## config.mk

```make
export PLATFORM = sky130hd
export DESIGN_NAME = nibble_serial_cmp
export DESIGN_NICKNAME = d
export VERILOG_FILES = /design/src/rtl/nibble_serial_cmp.sv
export SDC_FILE = /design/constraint.sdc
export NUM_CORES = 1
export LEC_CHECK = 0
export BUFFER_PORTS_ARGS = -buffer_cell sky130_fd_sc_hd__buf_2
export CORE_MARGIN = 1
export CORE_UTILIZATION = 37
export DETAILED_ROUTE_END_ITERATION = 10
export GPL_TIMING_DRIVEN = 1
export SYNTH_ARGS = -nofsm -noshare
export SYNTH_HDL_FRONTEND = slang
export SYNTH_SLANG_ARGS = --single-unit
```

## constraint.sdc

```tcl
create_clock -name clk -period 2.1 [get_ports clk]
set_input_delay 0.42 -clock clk [delete_from_list [all_inputs] [get_ports clk]]
set_output_delay 0.42 -clock clk [all_outputs]
set_load 0.05 [all_outputs]
```

## src/rtl/nibble_serial_cmp.sv

```systemverilog
// ----------------------------------------------------------------------------
// nibble_serial_cmp
//
// Sequential magnitude comparator for two WIDTH-bit operands. The operands are
// captured on an accepted start and presented to an external 4-bit comparator
// (cmp4bit) one nibble pair per cycle, most significant nibble first. The scan
// stops at the first nibble pair that differs, or after the last nibble if
// every pair matched. This gives wide compares through a narrow comparator.
//
// Ports:
//   clk          rising-edge clock
//   rst          synchronous reset, active-high
//   start        compare request; accepted only in IDLE or DONE
//   a, b         operands, captured when start is accepted
//   cmp_a/cmp_b  nibble pair to cmp4bit ([0:3], bit 0 is the MSB)
//   cmp_ahigher  cmp4bit result: A nibble > B nibble
//   cmp_alower   cmp4bit result: A nibble < B nibble
//   cmp_asame    cmp4bit result: A nibble == B nibble
//   busy         high while nibbles are being scanned
//   done         one-cycle pulse when the result is valid
//   ahigher      final result A > B   (registered, held until next start)
//   alower       final result A < B   (registered, held until next start)
//   asame        final result A == B  (registered, held until next start)
//   ncmp         number of nibbles examined in the last compare
// ----------------------------------------------------------------------------
module nibble_serial_cmp #(
   parameter  int WIDTH = 16,             // multiple of 4, at least 4
   localparam int NIB   = WIDTH / 4,
   localparam int CW    = $clog2(NIB) + 1
) (
   input  logic             clk,
   input  logic             rst,
   input  logic             start,
   input  logic [WIDTH-1:0] a,
   input  logic [WIDTH-1:0] b,
   output logic [0:3]       cmp_a,
   output logic [0:3]       cmp_b,
   input  logic             cmp_ahigher,
   input  logic             cmp_alower,
   input  logic             cmp_asame,
   output logic             busy,
   output logic             done,
   output logic             ahigher,
   output logic             alower,
   output logic             asame,
   output logic [CW-1:0]    ncmp
);

   typedef enum logic [1:0] {
      IDLE = 2'd0,
      SCAN = 2'd1,
      DONE = 2'd2
   } state_t;

   state_t           state, state_nx;
   logic [WIDTH-1:0] sa, sb;     // captured operands, shifted left as the scan advances
   logic [CW-1:0]    idx;        // 0-based index of the nibble pair being compared
   logic             accept;
   logic             last;
   logic             nibble_eq;

   // A new compare can be launched from IDLE, or straight out of DONE for
   // back-to-back operation. start is ignored during SCAN.
   assign accept = start && (state == IDLE || state == DONE);
   assign last   = (idx == CW'(NIB - 1));

   // A cycle where the comparator reports neither higher nor lower is taken as
   // equal, whether or not cmp_asame is asserted.
   assign nibble_eq = cmp_asame || !(cmp_ahigher || cmp_alower);

   // -------------------------------------------------------------------------
   // State register
   // -------------------------------------------------------------------------
   // NOTE: clocked state uses non-blocking assignments so every register
   // samples pre-edge values regardless of statement order.
   always_ff @(posedge clk) begin
      if (rst) state <= IDLE;
      else     state <= state_nx;
   end

   // -------------------------------------------------------------------------
   // Next-state and combinational outputs
   // -------------------------------------------------------------------------
   // NOTE: every signal written here is given a default first so no path
   // leaves it unassigned, which would otherwise infer a latch.
   always_comb begin
      state_nx = state;
      busy     = 1'b0;
      done     = 1'b0;
      cmp_a    = 4'h0;
      cmp_b    = 4'h0;
      unique case (state)
         IDLE: begin
            if (start) state_nx = SCAN;
         end
         SCAN: begin
            busy  = 1'b1;
            cmp_a = sa[WIDTH-1 -: 4];
            cmp_b = sb[WIDTH-1 -: 4];
            if (cmp_ahigher || cmp_alower || last) state_nx = DONE;
         end
         DONE: begin
            done     = 1'b1;
            state_nx = start ? SCAN : IDLE;
         end
         default: state_nx = IDLE;
      endcase
   end

   // -------------------------------------------------------------------------
   // Operand shifters, nibble index and registered results
   // -------------------------------------------------------------------------
   always_ff @(posedge clk) begin
      if (rst) begin
         sa      <= '0;
         sb      <= '0;
         idx     <= '0;
         ahigher <= 1'b0;
         alower  <= 1'b0;
         asame   <= 1'b0;
         ncmp    <= '0;
      end else if (accept) begin
         sa      <= a;
         sb      <= b;
         idx     <= '0;
         ahigher <= 1'b0;
         alower  <= 1'b0;
         asame   <= 1'b0;
         ncmp    <= '0;
      end else if (state == SCAN) begin
         // Priority: higher beats lower; equality only finishes on the last nibble.
         if (cmp_ahigher) begin
            ahigher <= 1'b1;
            ncmp    <= idx + CW'(1);
         end else if (cmp_alower) begin
            alower  <= 1'b1;
            ncmp    <= idx + CW'(1);
         end else if (nibble_eq && last) begin
            asame   <= 1'b1;
            ncmp    <= CW'(NIB);
         end else begin
            sa      <= sa << 4;
            sb      <= sb << 4;
            idx     <= idx + CW'(1);
         end
      end
   end

endmodule

```

==> run_results.csv, run 1 <==
group,metric,value,unit
run_status,status,"finished, final reports clean",
clocking,ctsResizeCount,0,
global_routing,grt_usage,18.4,%
setup_path,reg2regPathDepth,6,
sta,max_freq,0.534,GHz
sta,finalCritPeriodShare,89.1,%
floorplanning,start_util,39.7,%
min_path,min_to,"sa[3]",
synthesis,yosysWarnings,0,
cells_and_area,areaGrowthSynthToFinish,22.2,%
synthesis,synth_seq_cells,43,
global_routing,first_global_vias,1652,
setup_path,cp-start-kind,"flip-flop",
sta,finalHoldViolCount,0,
global_routing,grt_max_degree,41,
sta,setup_tns,0,ps
drt,viasPerCell,5.29,
drt,drt-wirelength-per-cell,13.7,µm
clocking,cts_tree,"yes",
setup_path,worst-r2r-setup-slack,330,ps
clocking,clock_path_buffers,2,
pwr,pwr_density_cell,747,nW/µm²
global_routing,antenna_found_initial,0,
synthesis,synth_compound_area_share,27.0,%
cells_and_area,regArea,861,µm²
sta,setup_viol,0,
pwr,peakVddDrop,0.456,mV
synthesis,avgSynthCellArea,8.12,µm²
drt,wl,4740,µm
synthesis,synth.cell_area,1920,µm²
setup_path,worstReg2RegStart,"idx[0]",
synthesis,synthAdderAreaFrac,1.30,%
clocking,cts.sinks,43,
clocking,cts_setup_buffers,0,
clocking,ctsHoldBuffers,0,
place,gp_congestion,0.736,
setup_path,critPathArrivalTime,1450,ps
cells_and_area,antenna_cells,0,
clocking,path_clk_slew,80,ps
cells_and_area,layout-drive-gt1-share,25.4,%
floorplanning,dieHeight,74.1,µm
sta,fin_crit,1870,ps
drt,first_pass_iters,4,
synthesis,synthMuxAreaShare,0,%
sta,whs,352,ps
global_routing,grt_first_pass_wirelength,7730,µm
floorplanning,die-area,5490,µm²
min_path,hp-start,"a[3]",
floorplanning,num_rows,25,
drt,ant_nets,0,
setup_path,cp_cell_sequence,"nand2b_1 -> inv_2 -> and2_1 -> buf_2",
setup_path,end_kind,"primary output",
synthesis,syn_nets,277,
sta,worst_slew_pin_slew,529,ps
sta,drv_slew,0,
synthesis,synthSimpleGateAreaFrac,20.3,%
synthesis,synth_top_family_by_area,"compound AO/OA/AOI/OAI gates",
cells_and_area,nets,318,
setup_path,worstSetupPathType,"flip-flop to primary output",
synthesis,synth_cell_types,22,
place,hpwl,2990,µm
setup_path,cp_slowest_cell,"dfxtp_1",
setup_path,crit_fanout,19,
synthesis,synthCells,237,
setup_path,critPathBufInv,2,
global_routing,gr-total-overflow,0,
clocking,numCtsBuffers,5,
cells_and_area,multi_input_area,943,µm²
cells_and_area,fill_cells,494,
floorplanning,fp.dieW,74.1,µm
sta,rsz0062_at_grt,"false",
drt,vias,1829,
setup_path,max_stage_delay,370,ps
min_path,holdCritPathClass,"input pin to flip-flop",
synthesis,synth-xor-area-share,0,%
clocking,cts_root_buf,"clkbuf_8",
setup_path,r2r_end,"sa[5]",
place,io_buffers,52,
flow_run,cap_violations,0,
setup_path,critPathTopFamily,"buffers and inverters",
min_path,min_path_cells,3,
sta,fin_ws,229,ps
sta,skew,4.23,ps
setup_path,worstPathRequired,1680,ps
drt,drc,0,
synthesis,yosysSeqAreaShare,44.7,%
place,post-place-ws,372,ps
pwr,power.leakage,0.912,nW
clocking,htree_levels,2,
clocking,insertion_delay,300,ps
floorplanning,ios,54,
sta,max_slew_margin,64.6,%
drt,drtIter0Drc,142,
floorplanning,core_area,4850,µm²
==> area by class of cell <==
cell class,count,area share [%]
Timing Repair Buffer,61,15.0
Inverter,3,0.479
Tap cell,67,3.56
Multi-Input combinational cell,164,40.1
Sequential cell,43,36.6
Clock buffer,8,4.26
==> metrics by stage <==
step	util [%]	instance area [µm²]	cells	power [W]
floorplan	-	1920	237	0.00110
global placement	46.5	2250	338	0.00119
detailed placement	46.5	2250	338	0.00120
CTS	48.5	2350	346	0.00177
global route	48.5	2350	346	0.00184
finish	48.5	2350	346	0.00176
==> power by group <==
| part | internal, W | leakage, nW | switching (W) |
|---|---|---|---|
| Sequential | 0.000868 | 0.354 | 0.0000249 |
| Combinational | 0.000104 | 0.506 | 0.000180 |
| Clock | 0.000300 | 0.0515 | 0.000279 |
| Total | 0.00127 | 0.912 | 0.000485 |
==> routing by layer <==
metal	up-vias	global-route usage, %	wire length (µm)
met5	-	0	0
li1	945	-	-
met4	0	5.13	57
met3	6	5.15	292
met2	61	27.0	1990
met1	817	26.3	2400
==> logic make-up after synthesis <==
| group | count (synthesis) |
|---|---|
| AND/OR/NAND/NOR | 82 |
| AO/OA/AOI/OAI | 80 |
| adder cells (fa/ha/maj) | 2 |
| flip-flops | 43 |
| buffers and inverters | 30 |
==> placed cells by master (no fill, tap or decap) <==
cell | synthesis | layout
buf_2 | 13 | 52
dfxtp_1 | 43 | 43
nor2_1 | 30 | 30
o21ai_1 | 28 | 28
nand3_1 | 25 | 25
a311oi_1 | 25 | 25
a21oi_1 | 16 | 16
and2_1 | 8 | 8
o211ai_1 | 8 | 8
nand2_1 | 8 | 8
clkbuf_8 | 0 | 7
buf_4 | 0 | 7
or3_1 | 3 | 3
nand2b_1 | 3 | 2
nor2b_1 | 2 | 2
inv_1 | 2 | 2
a31oi_1 | 2 | 2
ha_1 | 2 | 2
buf_12 | 0 | 2
inv_2 | 1 | 1
nand2b_2 | 0 | 1
nor3_4 | 0 | 1
nand3b_1 | 1 | 1
nor3_1 | 1 | 1
a211oi_1 | 1 | 1
clkbuf_1 | 14 | 1
==> worst max path at each step <==
stage | from | end | slack, ps | depth (start not counted)
after floorplan | state[1] | cmp_a[0] | 10 | 4
after CTS | state[0] | cmp_a[0] | 210 | 4
after global placement | idx[0] | sb[5] | 360 | 6
after global routing | state[0] | cmp_b[3] | 140 | 4
after detailed placement | idx[0] | sa[5] | 370 | 6
final | state[0] | cmp_a[0] | 230 | 4
==> registers in the layout, summed over array words and instances (netlist names) <==
signal,cells
ahigher,1
alower,1
asame,1
idx,3
ncmp,3
sa,16
sb,16
state,2
==> cell usage after synthesis, drive strengths merged <==
library cell | number | area share, %
inv | 3 | 0.59
nand2b | 3 | 0.98
and2 | 8 | 2.6
nor3 | 2 | 0.78
dfxtp | 43 | 45
o21ai | 28 | 7.3
a311oi | 25 | 11
nor2b | 2 | 0.65
nor2 | 30 | 5.9
buf | 13 | 3.4
ha | 2 | 1.3
nand2 | 8 | 1.6
a211oi | 1 | 0.39
o211ai | 8 | 3.1
a21oi | 16 | 4.2
or3 | 3 | 0.98
clkbuf | 14 | 2.7
a31oi | 2 | 0.65
nand3 | 25 | 6.5
nand3b | 1 | 0.39
==> worst min-delay path, stage by stage <==
cell	delay (ps)
buf_2	90
nand2_1	40
a21oi_1	50
(Power assumes the default switching activity.)
==> inputs of run 2 (changes only) <==
BUFFER_PORTS_ARGS = default   (was -buffer_cell sky130_fd_sc_hd__buf_2)
CORE_ASPECT_RATIO = 0.9   (was default)
DONT_BUFFER_PORTS = 1   (was default)
clock period = 2.4 ns   (was 2.1 ns; I/O delays follow)
==> run 2 against run 1 <==
  * Sequential power down 12%
  * Sequential share of layout area rose by 5.5 points
  * Worst setup slack better by 180 ps
  * Design area decreased by 13%
  * Via count down 9.6%
  * Clock skew about the same
  * Die area hardly changed
  * Register-to-register slack better by 240 ps
  * Flip-flop and latch count unchanged
  * First-iteration DRC count down 30%
  * Cell count decreased by 16%
  * Highest routed layer unchanged
==> run_results.csv, run 2 (synthesized netlist as in run 1, its figures left out) <==
group,metric,value,unit
run_status,status,"finished, final reports clean",
clocking,path_clk_slew,80,ps
sta,whs,258,ps
sta,finalCritPeriodShare,83.0,%
setup_path,worstSetupPathType,"flip-flop to primary output",
setup_path,max_stage_delay,510,ps
setup_path,cp_cell_sequence,"nand2b_1 -> inv_2 -> and2_1",
sta,drv_slew,0,
pwr,power.switching,0.000383,W
global_routing,first_global_vias,1482,
pwr,power.internal,0.00104,W
drt,wl,4500,µm
clocking,ctsHoldBuffers,0,
sta,worst_slew_pin_slew,533,ps
min_path,holdCritPathClass,"input pin to flip-flop",
floorplanning,num_rows,24,
sta,setup_tns,0,ps
global_routing,antenna_found_initial,0,
sta,finalHoldViolCount,0,
pwr,power.leakage,0.665,nW
cells_and_area,layout_commonest_cell,"dfxtp_1",
pwr,seqPwrFrac,55.3,%
pwr,swShare,26.8,%
drt,vias,1654,
clocking,cts_root_buf,"clkbuf_8",
clocking,ctsResizeCount,0,
clocking,insertion_delay,290,ps
floorplanning,ios,54,
cells_and_area,antenna_cells,0,
setup_path,cp-start-kind,"flip-flop",
global_routing,grt_first_pass_wirelength,7460,µm
sta,skew,4.17,ps
place,io_buffers,0,
cells_and_area,mostFrequentLayoutCells,"43 x dfxtp_1, 30 x nor2_1, 28 x o21ai_1",
setup_path,critPathArrivalTime,1510,ps
global_routing,grt_usage,17.2,%
floorplanning,core_area,4920,µm²
cells_and_area,reg_top3,"sa: 16 flops, sb: 16 flops",
clocking,clock_path_buffers,2,
setup_path,crit_fanout,18,
setup_path,worstPathRequired,1920,ps
setup_path,end_kind,"primary output",
global_routing,grt_max_degree,57,
sta,max_slew_margin,64.5,%
floorplanning,start_util,39.1,%
place,hpwl,2820,µm
cells_and_area,nets,265,
pwr,combPwrFrac,12.9,%
clocking,cts_tree,"yes",
setup_path,cp_slowest_cell,"and2_1",
cells_and_area,layout-drive-gt1-share,8.00,%
cells_and_area,fill_cells,537,
clocking,htree_levels,2,
pwr,pwr_density_cell,698,nW/µm²
clocking,numCtsBuffers,5,
drt,ant_nets,0,
place,gp_congestion,0.763,
sta,fin_crit,1990,ps
drt,drtIter0Drc,100,
drt,viasPerCell,5.70,
min_path,min_path_cells,1,
global_routing,gr-total-overflow,0,
drt,first_pass_iters,4,
cells_and_area,areaGrowthSynthToFinish,6.24,%
sta,max_freq,0.502,GHz
flow_run,cap_violations,0,
setup_path,reg2regPathDepth,6,
clocking,cts_setup_buffers,0,
pwr,clkPwrFrac,31.7,%
floorplanning,die-area,5490,µm²
drt,drc,0,
pwr,peakVddDrop,0.261,mV
clocking,cts.sinks,43,
drt,drt-wirelength-per-cell,15.5,µm
floorplanning,dieHeight,70.4,µm
sta,rsz0062_at_grt,"false",
setup_path,worst-r2r-setup-slack,570,ps
floorplanning,fp.dieW,78.0,µm
sta,setup_viol,0,
## run 2: cell count changes in the layout (fill, tap and decap cells not counted), sizes merged
cell / delta
clkbuf: -2
clkinv: +1
buf: -53
## run 2: worst max-delay path, delay by kind of cell (launching register included)
| kind | cells | cell delay, ps |
|---|---|---|
| DFF | 1 | 310 |
| and+or+nand+nor | 2 | 670 |
| buffers and inverters | 1 | 240 |
## run 2: power by group through the flow
stage | clock network [W] | registers [W] | logic (W)
after floorplan | 0 | 0.000799 | 0.000163
after global placement | 0 | 0.000805 | 0.000184
after detailed placement | 0 | 0.000805 | 0.000186
after CTS | 0.000470 | 0.000789 | 0.000186
after global routing | 0.000505 | 0.000796 | 0.000206
final | 0.000453 | 0.000789 | 0.000185
## run 2: layout make-up
cell class              count  area (µm²)  share of cell area [%]
clock buffers               6        82.6                    4.04
clock inverters             1        5.00                   0.245
inverters                   3        11.3                   0.551
multi-input cells         164         943                    46.1
flip-flops and latches     43         861                    42.1
well taps                  65        81.3                    3.98
repair buffers              8        60.1                    2.94
## run 2: through the flow
step                      instances  worst slack [ps]  instance area [µm²]  power [W]  util, %
after floorplan                 237               254                 1920   0.000962        -
after global placement          283               592                 1960   0.000989     39.7
after detailed placement        283               571                 1960   0.000991     39.7
after CTS                       290               379                 2040    0.00144     41.5
after global routing            290               306                 2040    0.00151     41.5
final                           290               409                 2040    0.00143     41.5
## run 2: routing by layer
metal / wire length, µm / GRT usage, % / vias up
met2: 1950 / 23.6 / 60
met3: 372 / 5.23 / 5
met5: 0 / 0 / -
met1: 2140 / 25.6 / 751
met4: 33 / 4.94 / 0
li1: - / - / 838
## run 2: final timing paths
path                               start       end
worst max-delay path            state[1]  cmp_a[0]
worst min-delay path                 rst    sa[13]
worst max register to register    idx[0]    idx[0]
worst min register to register     sa[4]     sa[8]
